===== src/rtl/half_adder_lanes_pkg.sv =====
// Shared types for the multi-lane half adder: the per-lane {sum, carry} result.
package half_adder_lanes_pkg;

    typedef struct packed {
        logic o;
        logic c;
    } lane_res_t;

    localparam lane_res_t LANE_RES_ZERO = '{o: 1'b0, c: 1'b0};

    function automatic lane_res_t half_add(input logic a, input logic b);
        lane_res_t r;
        r.o = a ^ b;
        r.c = a & b;
        return r;
    endfunction

endpackage


===== src/rtl/half_adder_lanes_bit.sv =====
// One combinational half-adder lane: o = a ^ b, c = a & b.
module half_adder_bit
    import half_adder_lanes_pkg::*;
(
    input  logic a,
    input  logic b,
    output logic o,
    output logic c
);

    lane_res_t res;

    always_comb begin
        res = half_add(a, b);
        o   = res.o;
        c   = res.c;
    end

endmodule


===== src/rtl/half_adder_lanes.sv =====
// Registered multi-lane half adder with a skid buffer, so in_ready is a flop
// and carries no combinational path back from out_ready.
module half_adder_lanes
    import half_adder_lanes_pkg::*;
#(
    parameter int WIDTH = 1
) (
    input  logic             clk,
    input  logic             rst_n,
    input  logic             in_valid,
    output logic             in_ready,
    input  logic [WIDTH-1:0] a,
    input  logic [WIDTH-1:0] b,
    output logic             out_valid,
    input  logic             out_ready,
    output logic [WIDTH-1:0] o,
    output logic [WIDTH-1:0] c
);

    logic [WIDTH-1:0] sum;
    logic [WIDTH-1:0] carry;

    lane_res_t [WIDTH-1:0] res;
    lane_res_t [WIDTH-1:0] main_q;
    lane_res_t [WIDTH-1:0] skid_q;
    logic                  main_vld;
    logic                  skid_vld;

    logic in_fire;
    logic main_open;

    generate
        for (genvar i = 0; i < WIDTH; i++) begin : g_lane
            half_adder_bit u_bit (
                .a (a[i]),
                .b (b[i]),
                .o (sum[i]),
                .c (carry[i])
            );
        end
    endgenerate

    always_comb begin
        res = '0;
        for (int i = 0; i < WIDTH; i++) begin
            res[i].o = sum[i];
            res[i].c = carry[i];
        end
    end

    assign in_ready  = ~skid_vld;
    assign in_fire   = in_valid & in_ready;
    assign main_open = ~main_vld | out_ready;

    // The skid always drains into main first so ordering is preserved; while
    // skid is full in_ready is low, so no new input competes with it.
    always_ff @(posedge clk) begin
        if (!rst_n) begin
            main_q   <= '0;
            skid_q   <= '0;
            main_vld <= 1'b0;
            skid_vld <= 1'b0;
        end else if (main_open) begin
            if (skid_vld) begin
                main_q   <= skid_q;
                main_vld <= 1'b1;
                skid_q   <= '0;
                skid_vld <= 1'b0;
            end else if (in_fire) begin
                main_q   <= res;
                main_vld <= 1'b1;
            end else begin
                main_q   <= '0;
                main_vld <= 1'b0;
            end
        end else if (in_fire) begin
            skid_q   <= res;
            skid_vld <= 1'b1;
        end
    end

    assign out_valid = main_vld;

    always_comb begin
        o = '0;
        c = '0;
        for (int i = 0; i < WIDTH; i++) begin
            o[i] = main_q[i].o;
            c[i] = main_q[i].c;
        end
    end

endmodule


===== config.mk =====
export PLATFORM = sky130hd
export DESIGN_NAME = half_adder_lanes
export DESIGN_NICKNAME = d
export VERILOG_FILES = /design/src/rtl/half_adder_lanes_pkg.sv /design/src/rtl/half_adder_lanes_bit.sv /design/src/rtl/half_adder_lanes.sv
export SDC_FILE = /design/constraint.sdc
export NUM_CORES = 1
export LEC_CHECK = 0
export ABC_AREA = 1
export CAP_MARGIN = 20
export CORE_AREA = 2 2 39 41
export CTS_CLUSTER_DIAMETER = 100
export DETAILED_ROUTE_END_ITERATION = 12
export DIE_AREA = 0 0 41 43
export SLEW_MARGIN = 20
export SYNTH_ARGS = -nofsm -noshare
export SYNTH_HDL_FRONTEND = slang
export SYNTH_SLANG_ARGS = --single-unit

===== constraint.sdc =====
create_clock -name clk -period 2.1 [get_ports clk]
set_input_delay 0.21 -clock clk [delete_from_list [all_inputs] [get_ports clk]]
set_output_delay 0.21 -clock clk [all_outputs]
set_load 0.05 [all_outputs]

Word-level counts from Yosys, hierarchy flattened
Cells that the tools add are included.
{"block": "op_classes", "n_eq_ne": 1, "n_mux": 7, "n_bitwise": 7, "reduce_logical": 3}
{"op": "$mux 2", "count": 5}
{"op": "$not 1->1", "count": 3}
{"op": "$and 1x1->1", "count": 2}
{"op": "$mux 1", "count": 2}
{"op": "$ne 2x2->1 const B", "count": 1}
{"op": "$reduce_and 2->1", "count": 1}
{"op": "$reduce_bool 2->1", "count": 1}
{"op": "$reduce_or 2->1", "count": 1}
{"op": "$or 1x1->1", "count": 1}
{"op": "$xor 1x1->1", "count": 1}
{"block": "totals", "regBits": 6, "in_bits": 6, "out_inout_bits": 4, "word_cells": 24}

Logic depth before layout (Yosys ltp)
{"block": "depth", "ltp_word": 4, "depth_mapped": 5, "depth_no_buf": 5}

By module
A second synthesis with hierarchy kept.
{"block": "unflattened", "cells_unflattened": 39, "hier_area_um2": 286.5}
{"module": "half_adder_lanes", "instances": 1, "cells_per_inst": 38, "area_each_um2": 274.0, "seq_area_each_um2": 120.1}
{"module": "half_adder_bit", "instances": 1, "cells_per_inst": 1, "area_each_um2": 12.5, "seq_area_each_um2": 0.0}

Worst setup path after synthesis
No wires, ideal clock.
{"block": "synth_timing", "path_kind": "register -> register", "from": "register main_vld, in the netlist out_valid", "to": "register main_q (netlist bit c)", "setup_ns": 0.118, "arrival_time_ns": 1.028, "required_time_ns": 1.982, "path_slack_ns": 0.955, "path_stages_with_launch": 4, "path_buffers": 0, "period_less_slack_ns": 1.145, "path_cell_list": "dfxtp_1 > nand2_2 > o21ai_0 > nor2_1"}
{"block": "synth_between", "elab_chain_len": 2}
{"element": "start, declared", "line_no": "half_adder_lanes.sv:26", "source": "logic main_vld;"}
{"element": "start signal, assigned", "line_no": "half_adder_lanes.sv:61", "source": "main_vld <= 1'b0;"}
{"element": "start signal, assigned", "line_no": "half_adder_lanes.sv:66", "source": "main_vld <= 1'b1;"}
{"element": "start signal, assigned", "line_no": "half_adder_lanes.sv:71", "source": "main_vld <= 1'b1;"}
{"element": "$not 1->1", "line_no": "half_adder_lanes.sv:53", "source": "assign main_open = ~main_vld | out_ready;"}
{"element": "$or 1x1->1", "line_no": "half_adder_lanes.sv:53"}
{"element": "end signal, assigned", "line_no": "half_adder_lanes.sv:65", "source": "main_q <= skid_q;"}
{"element": "end signal, assigned", "line_no": "half_adder_lanes.sv:70", "source": "main_q <= res;"}
{"element": "end, declared", "line_no": "half_adder_lanes.sv:24", "source": "lane_res_t [WIDTH-1:0] main_q;"}
Every way passes these cells.
A chain may end at the register's enable or synchronous reset.

Worst setup path in the final report
{"block": "layout_timing", "from": "register skid_vld", "to": "output in_ready"}
{"block": "layout_between", "elab_chain_len": 1}
{"element": "start, declared", "line_no": "half_adder_lanes.sv:27", "source": "logic skid_vld;"}
{"element": "start signal, assigned", "line_no": "half_adder_lanes.sv:62", "source": "skid_vld <= 1'b0;"}
{"element": "start signal, assigned", "line_no": "half_adder_lanes.sv:68", "source": "skid_vld <= 1'b0;"}
{"element": "start signal, assigned", "line_no": "half_adder_lanes.sv:78", "source": "skid_vld <= 1'b1;"}
{"element": "$not 1->1", "line_no": "half_adder_lanes.sv:51", "source": "assign in_ready = ~skid_vld;"}
{"element": "end, declared", "line_no": "half_adder_lanes.sv:11", "source": "output logic in_ready,"}
Every way passes these cells.

==> impl_metrics.env <==
export IMPL_outcome="complete, no violations"
export IMPL_synth_cells=46
export IMPL_rsz0062_at_grt="no"
export IMPL_hold_violations=0
export IMPL_syn2layout_area_growth_pct=44.73
export IMPL_grt_pass1_wl_um=986
export IMPL_met3_length_um=31
export IMPL_grt_pass1_vias=260
export IMPL_maxCapViolations=0
export IMPL_synth_top_area_cell="dfxtp_1"
export IMPL_grt_ovfl_total=0
export IMPL_clock_sinks=6
export IMPL_ys_seq_area_frac=0.4051
export IMPL_route_layer_met1_wl_um=271
export IMPL_powerDensity_mw_per_mm2=655.0
export IMPL_numCtsBuffers=3
export IMPL_final_area_um2=429.2
export IMPL_place_congestion=0.8032
export IMPL_tightestPinTransition_ns=0.4932
export IMPL_ys_seq_elements=6
export IMPL_core_mm2=0.001384
export IMPL_power_frac_clock=0.371
export IMPL_rows=14
export IMPL_ys_types=12
export IMPL_setup_viol=0
export IMPL_finalMaxSlewViolations=0
export IMPL_ios=10
export IMPL_total_power_mw=0.2811
export IMPL_final_setup_tns_ns=0
export IMPL_finalCriticalPeriod_ns=1.674
export IMPL_routed_via_density=3.878
export IMPL_place_area_um2=406.6
export IMPL_fmax_mhz=597.3
export IMPL_irDropWorstVdd_mv=0.2159
export IMPL_crit_type="register to primary output"
export IMPL_ys_top_cells_by_area="dfxtp_1 41%, nand2_1 15%, inv_1 10%"
export IMPL_htreeDepth=1
export IMPL_hold_buffers=0
export IMPL_power_frac_comb=0.192
export IMPL_netSwitchingPower_mw=0.07480
export IMPL_min_path_type="register to register"
export IMPL_cts_root_buf="clkbuf_4"
export IMPL_die_h_um=43
export IMPL_dr_pass1_iters=2
export IMPL_synth_area_per_cell_um2=6.446
export IMPL_netlist_area_um2=296.5
export IMPL_top_layer="met4"
export IMPL_layout_commonest_cell="nand2_1"
export IMPL_io_buffers=9
export IMPL_cp_arrival_ns=1.46
export IMPL_required_ns=1.89
export IMPL_grt_max_degree=9
export IMPL_initial_core_util=0.2143
export IMPL_clk_latency_ns=0.24
export IMPL_die_w_um=41
export IMPL_fin_nets=67
export IMPL_post_cts_buffers=0
export IMPL_wl_per_cell_um=7.392
export IMPL_clock_path_buffers=2
export IMPL_syn_num_nets=53
export IMPL_die_area_mm2=0.001763
export IMPL_grt_antenna_before_repair=0
export IMPL_cp_start_kind="register"
export IMPL_post_route_period_util=0.7972
export IMPL_post_cts_resized=0
export IMPL_antenna_cells=0
export IMPL_drcViolationCount=0
export IMPL_vias=287
export IMPL_wl_met2_um=234
export IMPL_drtIter0Drc=1
export IMPL_ant_nets=0
export IMPL_final_cell_mix="12 x nand2_1, 9 x clkdlybuf4s50_1, 8 x inv_1, 8 x nor2_1, 6 x dfxtp_1"
export IMPL_p_leak_nw=0.2158
export IMPL_p_int_mw=0.2063
export IMPL_slew_headroom=0.6702
export IMPL_clkTransAtPathRegs_ns=0.05
export IMPL_p_sw_frac=0.2661
export IMPL_power_share_sequential=0.436
export IMPL_dpl_hpwl_um=441.1
export IMPL_cp_end_kind="primary output"
export IMPL_finalClockSkew_ns=0.004415
export IMPL_finalWirelength_um=547
export IMPL_synth_top_area_frac=0.4051
export IMPL_grt_usage=0.08325
export IMPL_yosys_warnings=0
export IMPL_cts_tree="built"
export IMPL_drive_gt1_frac=0.1379
export IMPL_crit_fanout=6
==> state kept, by name (all words and copies together) (netlist names) <==
signal and cells:
skid_q 2, c 1, o 1, out_valid 1, skid_vld 1
==> cells by family (layout without fill, tap and decap cells) <==
family                     count (synthesis)  count (layout)  share of synthesized area
AOI/OAI and AO/OA                          3               3                    0.05062
adders and majority gates                  1               1                    0.04219
buffers and inverters                      9              21                     0.1139
and+or+nand+nor                           27              27                     0.3882
DFF                                        6               6                     0.4051
==> Yosys cell counts <==
library cell / count
nor3_1: 1
inv_2: 1
o21ai_0: 2
ha_1: 1
nor2_1: 8
nor2_2: 2
nand3_1: 2
inv_1: 8
nand2_1: 12
a21oi_1: 1
nand2_2: 2
dfxtp_1: 6
==> metal layers <==
layer  up-vias  GRT usage
li1        160          -
met1       117     0.1058
met2         8     0.1094
met3         2    0.04712
met4         0    0.04000
met5         -          0
==> final timing paths <==
kind | depth (start not counted) | start | to | slack, ns
max reg2reg | 5 | skid_vld | c | 1.25
min reg2reg | 2 | c | c | 0.53
min | 2 | c | c | 0.53
max | 2 | skid_vld | in_ready | 0.43
==> final cells by class <==
type                       count  area [um2]
fill                         152       954.7
multi-input combinational     31       142.6
sequential                     6       120.1
timing repair buffer           9       90.09
inverter                       9       33.78
clock buffer                   3       22.52
tap                           16       20.02
==> metrics by stage <==
step                hold slack (ns)  worst slack [ns]  instances    util
global route                 0.5578            0.3581         74  0.3101
detailed placement           0.5157            0.6783         71  0.2939
global placement             0.5218            0.6934         71  0.2939
finish                       0.5252            0.4259         74  0.3101
CTS                          0.5309            0.4175         74  0.3101
floorplan                    0.3518            0.9548         46       -
==> worst max-delay path: stages (launching register included) <==
cell and delay (ns):
dfxtp_1 0.35, inv_2 0.08, clkdlybuf4s50_1 0.79
==> power by group through the flow <==
stage	clock network (mW)	registers [mW]	logic (mW)
after floorplan	0	0.137	0.0196
after global placement	0	0.124	0.0545
after detailed placement	0	0.125	0.0544
after CTS	0.108	0.123	0.0546
after global routing	0.115	0.123	0.0602
final	0.104	0.123	0.0541
Power figures use the tool's default switching activity.
